==> src/rtl/median_frame_ctrl.sv <==
// Frame sequencer around the 3x3 median stage: admits one frame, appends flush
// beats to drain the line buffers, then re-emits an aligned, tagged pixel stream.
module median_frame_ctrl #(
  parameter int U_COL = 1280,
  parameter int U_ROW = 720,
  parameter int SKIP  = U_COL + 1
) (
  input  logic        clk,
  input  logic        rst,
  input  logic        start,
  input  logic        border_zero,
  input  logic        in_de,
  input  logic [7:0]  in_data,
  output logic        filt_de,
  output logic [7:0]  filt_data,
  input  logic        filt_out_de,
  input  logic [7:0]  filt_out_data,
  output logic        out_de,
  output logic [7:0]  out_data,
  output logic [10:0] out_x,
  output logic [9:0]  out_y,
  output logic        out_sof,
  output logic        out_eof,
  output logic        out_border,
  output logic        busy,
  output logic        err_overrun
);

  localparam int TOTAL = U_COL * U_ROW;
  localparam int CNT_W = $clog2(TOTAL + 1);
  localparam int SK_W  = $clog2(SKIP + 1);
  localparam logic [CNT_W-1:0] TOTAL_C = CNT_W'(TOTAL);
  localparam logic [SK_W-1:0]  SKIP_C  = SK_W'(SKIP);
  localparam logic [10:0]      X_LAST  = 11'(U_COL - 1);
  localparam logic [9:0]       Y_LAST  = 10'(U_ROW - 1);

  typedef enum logic [1:0] {S_IDLE, S_ACTIVE, S_FLUSH, S_DRAIN} state_t;

  state_t state_q, state_d;

  logic [CNT_W-1:0] in_cnt_q, in_cnt_d;
  logic [CNT_W-1:0] out_cnt_q, out_cnt_d;
  logic [SK_W-1:0]  flush_cnt_q, flush_cnt_d;
  logic [SK_W-1:0]  beat_cnt_q, beat_cnt_d;
  logic [10:0]      col_q, col_d;
  logic [9:0]       row_q, row_d;
  logic             bz_q, bz_d;
  logic             err_q, err_d;
  logic             filt_de_q, filt_de_d;
  logic [7:0]       filt_data_q, filt_data_d;
  logic             out_de_q, out_de_d;
  logic [7:0]       out_data_q, out_data_d;
  logic [10:0]      out_x_q, out_x_d;
  logic [9:0]       out_y_q, out_y_d;
  logic             out_sof_q, out_sof_d;
  logic             out_eof_q, out_eof_d;
  logic             out_border_q, out_border_d;
  logic             pix_border;

  function automatic logic is_border(input logic [10:0] x, input logic [9:0] y);
    return (x == 11'd0) || (x == X_LAST) || (y == 10'd0) || (y == Y_LAST);
  endfunction

  function automatic logic [7:0] border_pix(input logic bz, input logic brd,
                                            input logic [7:0] d);
    return (bz && brd) ? 8'd0 : d;
  endfunction

  assign pix_border = is_border(col_q, row_q);

  always_ff @(posedge clk or posedge rst) begin
    if (rst) state_q <= S_IDLE;
    else     state_q <= state_d;
  end

  always_comb begin
    state_d = state_q;
    case (state_q)
      S_IDLE:   if (start) state_d = S_ACTIVE;
      S_ACTIVE: if (in_de && ((in_cnt_q + CNT_W'(1)) == TOTAL_C)) state_d = S_FLUSH;
      S_FLUSH:  if ((flush_cnt_q + SK_W'(1)) == SKIP_C) state_d = S_DRAIN;
      S_DRAIN:  if (out_cnt_q == TOTAL_C) state_d = S_IDLE;
      default:  state_d = S_IDLE;
    endcase
  end

  always_comb begin
    busy         = (state_q != S_IDLE);
    in_cnt_d     = in_cnt_q;
    out_cnt_d    = out_cnt_q;
    flush_cnt_d  = flush_cnt_q;
    beat_cnt_d   = beat_cnt_q;
    col_d        = col_q;
    row_d        = row_q;
    bz_d         = bz_q;
    err_d        = err_q;
    filt_de_d    = 1'b0;
    filt_data_d  = filt_data_q;
    out_de_d     = 1'b0;
    out_data_d   = out_data_q;
    out_x_d      = out_x_q;
    out_y_d      = out_y_q;
    out_sof_d    = 1'b0;
    out_eof_d    = 1'b0;
    out_border_d = 1'b0;

    case (state_q)
      S_IDLE: begin
        if (start) begin
          bz_d        = border_zero;
          in_cnt_d    = '0;
          out_cnt_d   = '0;
          flush_cnt_d = '0;
          beat_cnt_d  = '0;
          col_d       = '0;
          row_d       = '0;
          err_d       = 1'b0;
        end
      end
      S_ACTIVE: begin
        if (in_de) begin
          filt_de_d   = 1'b1;
          filt_data_d = in_data;
          in_cnt_d    = in_cnt_q + CNT_W'(1);
        end
      end
      S_FLUSH: begin
        filt_de_d   = 1'b1;
        filt_data_d = 8'd0;
        flush_cnt_d = flush_cnt_q + SK_W'(1);
        if (in_de) err_d = 1'b1;
      end
      S_DRAIN: begin
        if (in_de) err_d = 1'b1;
      end
      default: ;
    endcase

    // Leading beats are the line-buffer fill; only later beats map to pixels.
    if (busy && filt_out_de) begin
      if (beat_cnt_q != SKIP_C) begin
        beat_cnt_d = beat_cnt_q + SK_W'(1);
      end else if (out_cnt_q != TOTAL_C) begin
        out_de_d     = 1'b1;
        out_data_d   = border_pix(bz_q, pix_border, filt_out_data);
        out_x_d      = col_q;
        out_y_d      = row_q;
        out_sof_d    = (col_q == 11'd0) && (row_q == 10'd0);
        out_eof_d    = (col_q == X_LAST) && (row_q == Y_LAST);
        out_border_d = pix_border;
        out_cnt_d    = out_cnt_q + CNT_W'(1);
        if (col_q == X_LAST) begin
          col_d = '0;
          row_d = row_q + 10'd1;
        end else begin
          col_d = col_q + 11'd1;
        end
      end
    end
  end

  always_ff @(posedge clk or posedge rst) begin
    if (rst) begin
      in_cnt_q     <= '0;
      out_cnt_q    <= '0;
      flush_cnt_q  <= '0;
      beat_cnt_q   <= '0;
      col_q        <= '0;
      row_q        <= '0;
      bz_q         <= 1'b0;
      err_q        <= 1'b0;
      filt_de_q    <= 1'b0;
      filt_data_q  <= '0;
      out_de_q     <= 1'b0;
      out_data_q   <= '0;
      out_x_q      <= '0;
      out_y_q      <= '0;
      out_sof_q    <= 1'b0;
      out_eof_q    <= 1'b0;
      out_border_q <= 1'b0;
    end else begin
      in_cnt_q     <= in_cnt_d;
      out_cnt_q    <= out_cnt_d;
      flush_cnt_q  <= flush_cnt_d;
      beat_cnt_q   <= beat_cnt_d;
      col_q        <= col_d;
      row_q        <= row_d;
      bz_q         <= bz_d;
      err_q        <= err_d;
      filt_de_q    <= filt_de_d;
      filt_data_q  <= filt_data_d;
      out_de_q     <= out_de_d;
      out_data_q   <= out_data_d;
      out_x_q      <= out_x_d;
      out_y_q      <= out_y_d;
      out_sof_q    <= out_sof_d;
      out_eof_q    <= out_eof_d;
      out_border_q <= out_border_d;
    end
  end

  assign filt_de     = filt_de_q;
  assign filt_data   = filt_data_q;
  assign out_de      = out_de_q;
  assign out_data    = out_data_q;
  assign out_x       = out_x_q;
  assign out_y       = out_y_q;
  assign out_sof     = out_sof_q;
  assign out_eof     = out_eof_q;
  assign out_border  = out_border_q;
  assign err_overrun = err_q;

endmodule

==> config.mk <==
export PLATFORM = sky130hd
export DESIGN_NAME = median_frame_ctrl
export DESIGN_NICKNAME = d
export VERILOG_FILES = /design/src/rtl/median_frame_ctrl.sv
export SDC_FILE = /design/constraint.sdc
export NUM_CORES = 1
export LEC_CHECK = 0
export ABC_CLOCK_PERIOD_IN_PS = 5100
export CORE_UTILIZATION = 50
export DETAILED_ROUTE_END_ITERATION = 6
export PLACE_DENSITY = 0.71
export SETUP_SLACK_MARGIN = 0.02
export SLEW_MARGIN = 20
export SYNTH_ARGS = -nofsm -noshare
export SYNTH_HDL_FRONTEND = slang
export SYNTH_SLANG_ARGS = --single-unit
export TNS_END_PERCENT = 20
==> constraint.sdc <==
create_clock -name clk -period 5.1 [get_ports clk]
set_clock_uncertainty 0.15 [all_clocks]
set_input_delay 1.02 -clock clk [delete_from_list [all_inputs] [get_ports clk]]
set_output_delay 1.02 -clock clk [all_outputs]
set_load 0.01 [all_outputs]
* Word level (Yosys, flattened, before mapping)
Cells that the tools add are included.
** Storage, ports and cells
- Bits in registers :: 129
- Word-level logic and storage cells :: 116
- Output and inout bits :: 44
- Bits of input ports :: 22
** Cells by class
- Equality and inequality tests :: 16
- Add/subtract/negate cells :: 6
- Reductions and logical operators :: 24
- Bitwise logic cells :: 1
- Muxes and demuxes :: 51
** Operators with widths (count)
- $mux 20 :: 7
- $mux 11 :: 11
- $mux 10 :: 6
- $add 20x1->20 const B :: 2
- $eq 20x20->1 const B :: 2
- $pmux 20 s2 :: 1
- $add 11x1->11 const B :: 3
- $eq 11x11->1 const B :: 2
- $pmux 11 s2 :: 1
- $ne 20x20->1 const B :: 1
- $mux 8 :: 2
- $pmux 8 s2 :: 1
- $mux 1 :: 15
- $logic_not 11->1 :: 1
- $ne 11x11->1 const B :: 1
- $add 10x1->10 const B :: 1
- $eq 10x10->1 const B :: 1
- $logic_not 10->1 :: 1
- $ne 2x2->1 const B :: 5
- $reduce_bool 2->1 :: 5
- $reduce_and 3->1 :: 3
- $mux 2 :: 4
- $pmux 2 s4 :: 1
- $reduce_and 2->1 :: 3
- 10 further kinds :: 18

* Depth between registers and ports, before layout
Gate-level depths: netlist of run 1.
- Depth after elaboration :: 7
- Mapped depth :: 11
- Depth with buffers taken out :: 10

* Worst setup path before layout of run 1
No wires, ideal clock.
- Path type :: reg-to-reg
- Start point :: reg in_cnt_q[0]
- End point :: reg state_q[1]
- Period minus slack after synthesis :: 2.649 ns
- Arrival time :: 2.372 ns
- Slack :: 2.451 ns
- Library setup time :: 0.128 ns
- Stages on the path, launching flop included :: 9
- Required time :: 4.822 ns
- Path through :: dfrtp_1 > ha_1 > nand2_1 > nor3_1 > xnor2_1 > o21ai_1 > or4_4 > a21oi_4 > mux2_1
** Between the ends
- Longest elaborated chain between the ends :: 5
** Ends and longest elaborated chain
- start: declaration :: RTL line 41 : logic [CNT_W-1:0] in_cnt_q, in_cnt_d;
- start signal: assignment :: RTL line 182 : in_cnt_q <= in_cnt_d;
- $add 20x1->20 :: RTL line 80 : S_ACTIVE: if (in_de && ((in_cnt_q + CNT_W'(1)) == TOTAL_C)) state_d = S_FLUSH;
- $eq 20x20->1 :: RTL line 80
- $logic_and 1x1->1 :: RTL line 80
- $ne 2x2->1 (no source line)
- $reduce_and 4->1 (no source line)
- end signal: assignment :: RTL line 73 : else state_q <= state_d;
- end: declaration :: RTL line 39 : state_t state_q, state_d;
No other way between the ends.
A chain may end at the register's enable or synchronous reset.

* Worst setup path after layout of run 1
- Start point :: in filt_out_de
- End point :: reg row_q[4]
** Between the ends
- Longest elaborated chain between the ends :: 2
** Ends and longest elaborated chain
- start: declaration :: RTL line 16 : input logic filt_out_de,
- $logic_and 1x1->1 :: RTL line 140 : if (busy && filt_out_de) begin
- $mux 10 :: RTL line 140
- net row_d[4] :: RTL line 46 : logic [9:0] row_q, row_d;
- end signal: assignment :: RTL line 187 : row_q <= row_d;
- end: declaration :: RTL line 46
The timed path passes the listed nets, and every way through them passes these cells.

==> results of run 1 <==
==> through the flow <==
step                      hold WS [ns]  cell area, sq um
after detailed placement         0.316              7390
after global routing             0.348              8040
after global placement           0.312              7390
final                            0.330              8040
after CTS                        0.334              8040
after floorplan                  0.295              6620
==> layout make-up <==
type                    instances  share of cell area (%)
clock buffers                  21                    5.85
flip-flops and latches        129                    40.1
well taps                     172                    2.68
clock inverters                 9                    2.24
multi-input cells             558                    39.5
inverters                      22                    1.06
repair buffers                 70                    8.56
==> metal layers <==
metal  track usage [%]  vias to the layer above
li1                  -                     2702
met1              30.3                     2713
met2              38.7                      177
met3              4.99                       25
met4              10.5                        0
met5                 0                        -
==> registers in the layout (all words and copies together), names as in the netlist <==
signal / cells
beat_cnt_q: 11
out_eof: 1
bz_q: 1
out_y: 10
flush_cnt_q: 11
in_cnt_q: 20
state_q: 2
col_q: 11
out_sof: 1
out_de: 1
out_x: 11
row_q: 10
filt_data: 8
out_data: 8
out_cnt_q: 20
out_border: 1
err_overrun: 1
filt_de: 1
==> path summary, 6_finish.rpt <==
| path | startpoint | end | cells past startpoint | slack, ns |
|---|---|---|---|---|
| worst max-delay path | filt_out_de | row_q[4] | 10 | 1.58 |
| worst min-delay path | bz_q | bz_q | 2 | 0.33 |
| worst max register to register | state_q[1] | in_cnt_q[19] | 8 | 1.64 |
| worst min register to register | bz_q | bz_q | 2 | 0.33 |
| max in group asynchronous | rst | in_cnt_q[8] | 3 | 2.82 |
| min in group asynchronous | rst | beat_cnt_q[1] | 2 | 1.00 |
==> synthesized netlist by cell type (3+ instances only) <==
library cell,n
mux2i_1,11
nor4_1,8
nor2_1,57
nand2_1,145
o31ai_1,16
and2_1,6
and3_1,14
nor3_1,11
nand3_1,48
inv_1,21
buf_2,3
a22o_1,9
xnor2_1,11
nand2b_1,6
a31oi_1,7
ha_1,15
clkbuf_1,31
a21oi_1,21
nand4_1,18
nor4b_1,4
buf_1,3
o21ai_0,83
xor2_1,15
nor2b_1,9
nor3_2,3
dfrtp_1,129
or3_1,3
==> worst register-to-register path: stages (launching register included) <==
cell and delay, ns:
dfrtp_1 0.43, inv_1 0.11, ha_1 0.54, and2_1 0.49, and2_0 0.74, nor2_1 0.47
a21o_1 0.28, nand2_1 0.06, o31ai_1 0.06
==> power groups by stage <==
stage          combinational [mW]  sequential [mW]  clock (mW)
6_report                    0.189             1.14        1.34
5_1_grt                     0.219             1.15        1.41
4_1_cts                     0.191             1.14        1.36
3_5_place_dp                0.190             1.16           0
3_3_place_gp                0.184             1.15           0
2_1_floorplan               0.137             1.14           0
==> logic make-up after synthesis <==
kind of cell             share of synthesized area (%)
adder cells (fa/ha/maj)                           2.84
multiplexers                                      1.83
AO/OA/AOI/OAI                                     14.2
XOR/XNOR                                          3.44
AND/OR/NAND/NOR                                   25.6
flip-flops                                        48.8
buffers and inverters                             3.40
==> cell usage in the layout (no fill, tap or decap), types with 2 or more instances in the layout <==
cell and n:
nor2b_1 9, xnor2_1 11, or3_1 3, nor4_1 8, inv_1 20, nand3_2 2
clkinv_4 2, a22o_1 9, clkdlybuf4s50_1 65, and2_1 6, o21ai_0 83, dfrtp_1 129
buf_4 5, a21o_1 2, clkbuf_8 3, ha_1 15, clkbuf_16 17, mux2i_1 11
and4_1 2, nor2_1 57, nand3b_1 2, o211ai_1 2, nor3_2 3, nand4_1 18
and3_1 14, or4_1 2, nand2b_1 6, nor4b_1 4, a31oi_1 7, a21oi_1 21
nand2_1 145, o21ai_1 2, bufinv_16 5, xor2_1 15, o31ai_1 16, nor3_1 11
nand3_1 48
==> impl_metrics.json, run 1 <==
{
  "cp.required_ns": 5.30,
  "route.met3.wl_microns": 705,
  "hold_class": "reg -> reg",
  "total_power_mw": 2.67,
  "drc": 0,
  "nFillCells": 1054,
  "critical_path_arrival_ns": 3.71,
  "io_pins": 66,
  "ys_top_cells_by_area": "dfrtp_1 49%, nand2_1 8.2%, o21ai_0 6.3%",
  "power.share.clock_pct": 50.2,
  "wire_per_inst_microns": 15.2,
  "initial_utilization_pct": 51.8,
  "clk_latency_ns": 0.42,
  "fin_util_pct": 63.0,
  "grt_max_degree": 80,
  "hpwl_microns": 9920,
  "synth_area_sq_mm": 0.00662,
  "yosys.area.top_type_share_pct": 48.8,
  "via_per_inst": 5.73,
  "startpoint_type": "primary input",
  "synth-edff-count": 0,
  "seqCellArea_sq_mm": 0.00323,
  "ys_async_sr_fraction_pct": 100,
  "ctsHoldBuffers": 0,
  "p_int_mw": 2.06,
  "drive_above_1_share_pct": 6.06,
  "die_w_microns": 117,
  "stdcell_count": 981,
  "cts_num_sinks": 129,
  "maxSlewHeadroom_pct": 31.4,
  "area_growth_pct": 21.5,
  "rsz0062_at_grt": "no",
  "setup_viol": 0,
  "crit_type": "in -> reg",
  "synth-seq-cells": 129,
  "clk_pin_slew_ns": 0.06,
  "synth_cells": 746,
  "h-tree-depth": 4,
  "dieArea_sq_mm": 0.0137,
  "comb_power_share_pct": 7.1,
  "finalHoldViolCount": 0,
  "place_congestion": 0.849,
  "worstMarginPinSlew_ns": 1.03,
  "syn-num-nets": 783,
  "p_sw_share_pct": 23.0,
  "dr.pass1.iters": 6,
  "cts_resized": 0,
  "vias": 5617,
  "tritoncts": "done",
  "antenna_found_initial": 0,
  "synth_ff_type": "dfrtp_1",
  "ir_drop_mv": 0.203,
  "yosysWarnings": 0,
  "core_sq_mm": 0.0128,
  "p_sw_mw": 0.615,
  "crit_fanout": 53,
  "fin_tns_setup_ns": 0,
  "critPathSlowestCell": "clkdlybuf4s50_1",
  "seq_power_share_pct": 42.7,
  "p_leak_nw": 3.50,
  "io_buffers": 65,
  "multi_input_area_sq_mm": 0.00317,
  "cp_top_family": "buffers and inverters",
  "max_freq_ghz": 0.284,
  "cts_root_buffer": "clkbuf_16",
  "top_layer_used": "met4",
  "grtUsageTotal_pct": 23.6,
  "drt_wl_total_microns": 15000,
  "dp.cells": 951,
  "drt_iter0_markers": 438,
  "powerDensity_mw_per_mm2": 332,
  "endpoint_kind": "flip-flop",
  "yosysSeqAreaShare_pct": 48.8,
  "status": "completed",
  "cp.buffers_inverters": 3,
  "yosys.area.top_type": "dfrtp_1",
  "cts_max_path_buffers": 2,
  "die_h_microns": 117,
  "place_ws_ns": 1.14,
  "cp_cell_sequence": "clkdlybuf4s50_1 -> nor2b_1 -> and4_1 -> o31ai_4 -> buf_4 -> inv_2 -> and2_1 -> nand2_1 -> nor2_1 -> mux2i_1",
  "cpPeakStageDelay_ns": 0.50,
  "grt_pass1_wl_microns": 25200,
  "drv_slew": 0,
  "fin_nets": 835,
  "avgSynthCellArea_sq_um": 8.87,
  "postCtsSetupBuffers": 0,
  "wl_met2_microns": 7150,
  "drv.max_cap_violation_count": 0,
  "post-route-period-util_pct": 69.0,
  "grt_pass1_vias": 5468,
  "wirelength_met1_microns": 6810,
  "num_rows": 41,
  "grt_remaining_overflow": 0,
  "fin_ws_ns": 1.58,
  "antenna_cells": 0,
  "cts_inserted_buffers": 17,
  "detail-route-antenna-nets": 0,
  "period_needed_ns": 3.52,
  "ys_types": 59
}
No activity file was read; power rests on OpenSTA's default activity.
==> run 2, diff against run 1 <==
--- a/config.mk
+++ b/config.mk
@@ -5,7 +5,7 @@
 export SDC_FILE = /design/constraint.sdc
 export NUM_CORES = 1
 export LEC_CHECK = 0
-export ABC_CLOCK_PERIOD_IN_PS = 5100
+export ABC_CLOCK_PERIOD_IN_PS = 3600
 export CORE_UTILIZATION = 50
 export DETAILED_ROUTE_END_ITERATION = 6
 export PLACE_DENSITY = 0.71
==> constraint.sdc (replaced) <==
create_clock -name clk -period 3.6 [get_ports clk]
set_clock_uncertainty 0.15 [all_clocks]
set_input_delay 0.72 -clock clk [delete_from_list [all_inputs] [get_ports clk]]
set_output_delay 0.72 -clock clk [all_outputs]
set_load 0.01 [all_outputs]
==> run 2 against run 1 <==
  * Clock power up 31%
  * Die area unchanged
  * Cell area barely moved
  * Utilization about the same
  * Worst hold slack got worse by 0.0095 ns
  * Register-to-register slack lost 1.2 ns
  * Final cell count rose by 0.61%
  * Largest cell class unchanged
  * Largest power group unchanged
==> impl_metrics.json, run 2 (synthesized netlist as in run 1, its figures left out) <==
{
  "status": "completed",
  "setup_viol": 0,
  "drt_iter0_markers": 400,
  "place_congestion": 0.873,
  "cp_cell_sequence": "inv_1 -> ha_1 -> nor4b_1 -> nand4_1 -> o31ai_4 -> inv_2 -> buf_4 -> nand2b_1 -> o21ai_0 -> nand2_1 -> o21ai_0",
  "via_per_inst": 5.65,
  "powerDensity_mw_per_mm2": 452,
  "drc": 0,
  "holdPathEnd": "out_x[2]",
  "fin_util_pct": 63.0,
  "met2_usage_pct": 38.4,
  "grtUsageTotal_pct": 23.1,
  "cpPeakStageDelay_ns": 0.82,
  "wire_per_inst_microns": 15.1,
  "design_area_sq_mm": 0.00804,
  "num_rows": 41,
  "fin_tns_setup_ns": 0,
  "seqCellArea_sq_mm": 0.00323,
  "crit_type": "reg -> reg",
  "ir_drop_mv": 0.318,
  "grtUsageMet3_pct": 5.66,
  "r2r_slack_ns": 0.48,
  "drv.max_cap_violation_count": 0,
  "critical_path_arrival_ns": 3.26,
  "path_common_cell": "o21ai_0",
  "clk_pin_slew_ns": 0.06,
  "dr.pass1.iters": 5,
  "layout_common_cells": "145 x nand2_1, 129 x dfrtp_1, 83 x o21ai_0, 65 x clkdlybuf4s50_1, 57 x nor2_1",
  "cts_num_sinks": 129,
  "detail-route-antenna-nets": 0,
  "cts_root_buffer": "clkbuf_16",
  "die_w_microns": 117,
  "nFillCells": 1064,
  "cts_max_path_buffers": 2,
  "busiest_layer": "met2",
  "maxSlewHeadroom_pct": 41.3,
  "drive_above_1_share_pct": 6.87,
  "crit_fanout": 23,
  "fin_nets": 839,
  "rsz0062_at_grt": "no",
  "post-route-period-util_pct": 86.6,
  "period_needed_ns": 3.12,
  "cp.required_ns": 3.74,
  "min_delay_path_depth": 2,
  "cts_inserted_buffers": 17,
  "startpoint_type": "flip-flop",
  "grt_pass1_wl_microns": 24600,
  "dieArea_sq_mm": 0.0137,
  "rr_startpoint": "out_cnt_q[0]",
  "area_growth_pct": 21.5,
  "stdcell_count": 987,
  "finalHoldViolCount": 0,
  "hpwl_microns": 9800,
  "place_ws_ns": 0.353,
  "endpoint_kind": "flip-flop",
  "io_buffers": 65,
  "drv_slew": 0,
  "multi_input_area_sq_mm": 0.00317,
  "cts_resized": 0,
  "io_pins": 66,
  "hold_class": "reg -> reg",
  "final_common_cell": "nand2_1",
  "max_freq_ghz": 0.321,
  "r2r-end": "col_q[2]",
  "h-tree-depth": 4,
  "dp.cells": 955,
  "ctsHoldBuffers": 0,
  "die_h_microns": 117,
  "dpl_cell_area_sq_mm": 0.00743,
  "postCtsSetupBuffers": 0,
  "met1_usage_pct": 30.0,
  "drt_wl_total_microns": 14900,
  "initial_utilization_pct": 51.8,
  "top_regs": "in_cnt_q (20), out_cnt_q (20)",
  "grt_remaining_overflow": 0,
  "reg2reg_depth": 11,
  "antenna_found_initial": 0,
  "vias": 5579,
  "worstHoldStart": "out_x[2]",
  "antenna_cells": 0,
  "grt_max_degree": 130,
  "fin_ws_ns": 0.482,
  "grt_pass1_vias": 5315,
  "core_sq_mm": 0.0128,
  "critPathSlowestCell": "o31ai_4",
  "tritoncts": "done",
  "p_leak_nw": 3.49,
  "clk_latency_ns": 0.42,
  "worstMarginPinSlew_ns": 0.881
}
run 2: cell count changes in the layout (fill, tap and decap cells not counted):
cell / before / now
clkbuf_1: 1 / 0
bufinv_16: 5 / 2
inv_6: 0 / 2
buf_12: 0 / 1
buf_4: 5 / 8
inv_4: 1 / 0
clkbuf_8: 3 / 4
clkinvlp_4: 1 / 4
clkinv_2: 1 / 2
run 2: how the worst max path moves through the flow:
stage | from | end | slack, ns | cells after the start
final | out_cnt_q[0] | col_q[2] | 0.48 | 11
after global routing | out_cnt_q[0] | col_q[2] | 0.16 | 11
after CTS | out_cnt_q[0] | col_q[2] | 0.46 | 11
after detailed placement | filt_out_de | col_q[7] | 0.35 | 10
after global placement | filt_out_de | col_q[7] | 0.45 | 10
after floorplan | in_cnt_q[0] | state_q[1] | 0.95 | 8
run 2: area by class of cell:
class	count	area share, %
Sequential cell	129	40.1
Clock inverter	11	1.59
Timing Repair Buffer	74	9.09
Multi-Input combinational cell	558	39.5
Tap cell	172	2.68
Clock buffer	21	5.97
Inverter	22	1.07
run 2: report_power, final:
part | internal [mW] | switching (mW) | total (mW)
Combinational | 0.124 | 0.147 | 0.270
Clock | 1.10 | 0.653 | 1.75
Sequential | 1.52 | 0.0969 | 1.61
Total | 2.74 | 0.897 | 3.63
run 2: per-layer routing:
layer  routed length (microns)  up-vias
li1                          -     2718
met3                       591       14
met5                         0        -
met1                      7120     2711
met4                       128        0
met2                      7050      136
run 2: worst max-delay path: cells and delay by family (launching register included):
family,cells,cell delay [ns]
AO/OA/AOI/OAI,3,1.00
AND/OR/NAND/NOR,4,0.71
buffers and inverters,3,0.58
flip-flops,1,0.42
adder cells (fa/ha/maj),1,0.14
run 2: per-stage QoR:
step / total power, mW / hold WS [ns]
global placement: 1.90 / 0.310
floorplan: 1.80 / 0.295
global route: 3.77 / 0.346
finish: 3.63 / 0.321
detailed placement: 1.91 / 0.312
CTS: 3.66 / 0.327
==> run 3, diff against run 2 <==
--- a/config.mk
+++ b/config.mk
@@ -6,10 +6,11 @@
 export NUM_CORES = 1
 export LEC_CHECK = 0
 export ABC_CLOCK_PERIOD_IN_PS = 3600
-export CORE_UTILIZATION = 50
+export CORE_UTILIZATION = 59
+export CTS_BUF_LIST = sky130_fd_sc_hd__clkbuf_8
 export DETAILED_ROUTE_END_ITERATION = 6
-export PLACE_DENSITY = 0.71
-export SETUP_SLACK_MARGIN = 0.02
+export PLACE_DENSITY = 0.82
+export SETUP_SLACK_MARGIN = 0.3
 export SLEW_MARGIN = 20
 export SYNTH_ARGS = -nofsm -noshare
 export SYNTH_HDL_FRONTEND = slang
==> run 3 against run 2 <==
  * Die area down 15%
  * Sequential share of layout area increased by 1.5 points
  * Sequential power barely moved
  * Cell area down 3.6%
  * Power shrank 17%
  * Worst hold slack better by 0.0074 ns
  * Critical path type unchanged
==> impl_metrics.json, run 3 (synthesized netlist as in run 1, its figures left out) <==
{
  "status": "completed",
  "p_sw_share_pct": 26.2,
  "drt_iter0_markers": 473,
  "hold_class": "reg -> reg",
  "critical_path_arrival_ns": 3.23,
  "cp_top_family": "simple AND/OR/NAND/NOR gates",
  "drv_slew": 0,
  "max_freq_ghz": 0.328,
  "drv.max_cap_violation_count": 0,
  "die_h_microns": 108,
  "period_needed_ns": 3.05,
  "cpPeakStageDelay_ns": 0.59,
  "core_sq_mm": 0.0109,
  "post-route-period-util_pct": 84.8,
  "crit_type": "reg -> reg",
  "seq_power_share_pct": 53.8,
  "top_layer_used": "met4",
  "place_congestion": 0.889,
  "fin_tns_setup_ns": 0,
  "grt_pass1_vias": 5775,
  "antenna_cells": 0,
  "dr.pass1.iters": 5,
  "startpoint_type": "flip-flop",
  "ir_drop_mv": 0.288,
  "drc": 0,
  "startpoint": "in_cnt_q[0]",
  "holdPathEnd": "out_y[8]",
  "grt_pass1_wl_microns": 26300,
  "rsz0062_at_grt": "no",
  "fin_ws_ns": 0.548,
  "r2r-end": "state_q[1]",
  "cts_resized": 0,
  "final_common_cell": "nand2_1",
  "wl_met2_microns": 7360,
  "min_delay_path_depth": 2,
  "io_buffers": 65,
  "grt_remaining_overflow": 0,
  "route.met3.wl_microns": 861,
  "crit_fanout": 6,
  "cts_root_buffer": "clkbuf_8",
  "dieArea_sq_mm": 0.0116,
  "p_sw_mw": 0.787,
  "comb_power_share_pct": 9.2,
  "io_pins": 66,
  "fin_util_pct": 71.2,
  "finalHoldViolCount": 0,
  "vias": 5753,
  "clk_latency_ns": 0.45,
  "die_w_microns": 108,
  "fin_nets": 839,
  "endpoint_kind": "flip-flop",
  "cts_num_sinks": 129,
  "antenna_found_initial": 0,
  "ctsHoldBuffers": 0,
  "stdcell_count": 953,
  "power.share.clock_pct": 36.9,
  "tritoncts": "done",
  "postCtsSetupBuffers": 0,
  "via_per_inst": 6.04,
  "grt_max_degree": 58,
  "rr_startpoint": "in_cnt_q[0]",
  "p_leak_nw": 3.40,
  "wire_per_inst_microns": 16.0,
  "cts_max_path_buffers": 2,
  "powerDensity_mw_per_mm2": 387,
  "place_ws_ns": 0.490,
  "cp.buffers_inverters": 0,
  "area_growth_pct": 17.1,
  "num_rows": 38,
  "clk_pin_slew_ns": 0.07,
  "critPathSlowestCell": "nor3_1",
  "r2r_slack_ns": 0.55,
  "cp.required_ns": 3.78,
  "total_power_mw": 3.00,
  "maxSlewHeadroom_pct": 52.0,
  "dp.cells": 923,
  "reg2reg_depth": 8,
  "h-tree-depth": 4,
  "cts_inserted_buffers": 17,
  "cp_cell_sequence": "ha_1 -> nand2_1 -> nor3_1 -> xnor2_1 -> o21ai_1 -> or4_4 -> a21oi_4 -> mux2_1",
  "top_regs": "in_cnt_q (20), out_cnt_q (20)",
  "worstMarginPinSlew_ns": 0.721,
  "hpwl_microns": 10400,
  "detail-route-antenna-nets": 0,
  "grtUsageTotal_pct": 29.0,
  "p_int_mw": 2.22,
  "worstHoldStart": "out_y[8]",
  "setup_viol": 0,
  "drive_above_1_share_pct": 6.27,
  "initial_utilization_pct": 60.8,
  "wirelength_met1_microns": 6650,
  "drt_wl_total_microns": 15200,
  "layout_common_cells": "145 x nand2_1, 129 x dfrtp_1, 83 x o21ai_0, 65 x clkdlybuf4s50_1, 57 x nor2_1"
}
run 3: cell types whose count changed in the layout (fill, tap and decap cells not counted), sizes merged:
cell / change
bufinv: -1
clkinvlp: -3
inv: +1
clkbuf: -1
clkinv: +2
run 3: per-layer routing:
layer / global-route usage, % / vias up
li1: - / 2715
met1: 37.5 / 2780
met2: 46.2 / 219
met3: 6.42 / 39
met4: 14.2 / 0
met5: 0 / -
run 3: stage by stage:
stage / hold WS (ns) / cell area (sq um)
after floorplan: 0.295 / 6620
after global placement: 0.314 / 7410
after detailed placement: 0.312 / 7410
after CTS: 0.330 / 7750
after global routing: 0.361 / 7750
final: 0.328 / 7750
run 3: tightest hold or removal path: stages, from the launching register on:
cell     delay, ns
dfrtp_1       0.35
nand2_1       0.05
nand2_1       0.05
run 3: cell type report:
class | instances | area [sq um]
tap | 140 | 175
clock inverter | 10 | 71.3
inverter | 22 | 86.3
multi-input combinational | 558 | 3170
fill | 829 | 3130
sequential | 129 | 3230
timing repair buffer | 74 | 743
clock buffer | 20 | 275
run 3: worst max-delay path by stage:
stage,cells past startpoint,endpoint,slack [ns]
detailed placement,9,row_q[4],0.49
CTS,8,state_q[1],0.62
finish,8,state_q[1],0.55
global route,8,state_q[1],0.43
floorplan,8,state_q[1],0.95
global placement,10,col_q[2],0.64
run 3: power groups by stage:
stage                     clock [mW]  sequential (mW)  combinational [mW]
after floorplan                    0             1.61               0.194
after global placement             0             1.63               0.262
after detailed placement           0             1.64               0.276
after CTS                       1.13             1.61               0.279
after global routing            1.20             1.63               0.313
final                           1.11             1.62               0.277
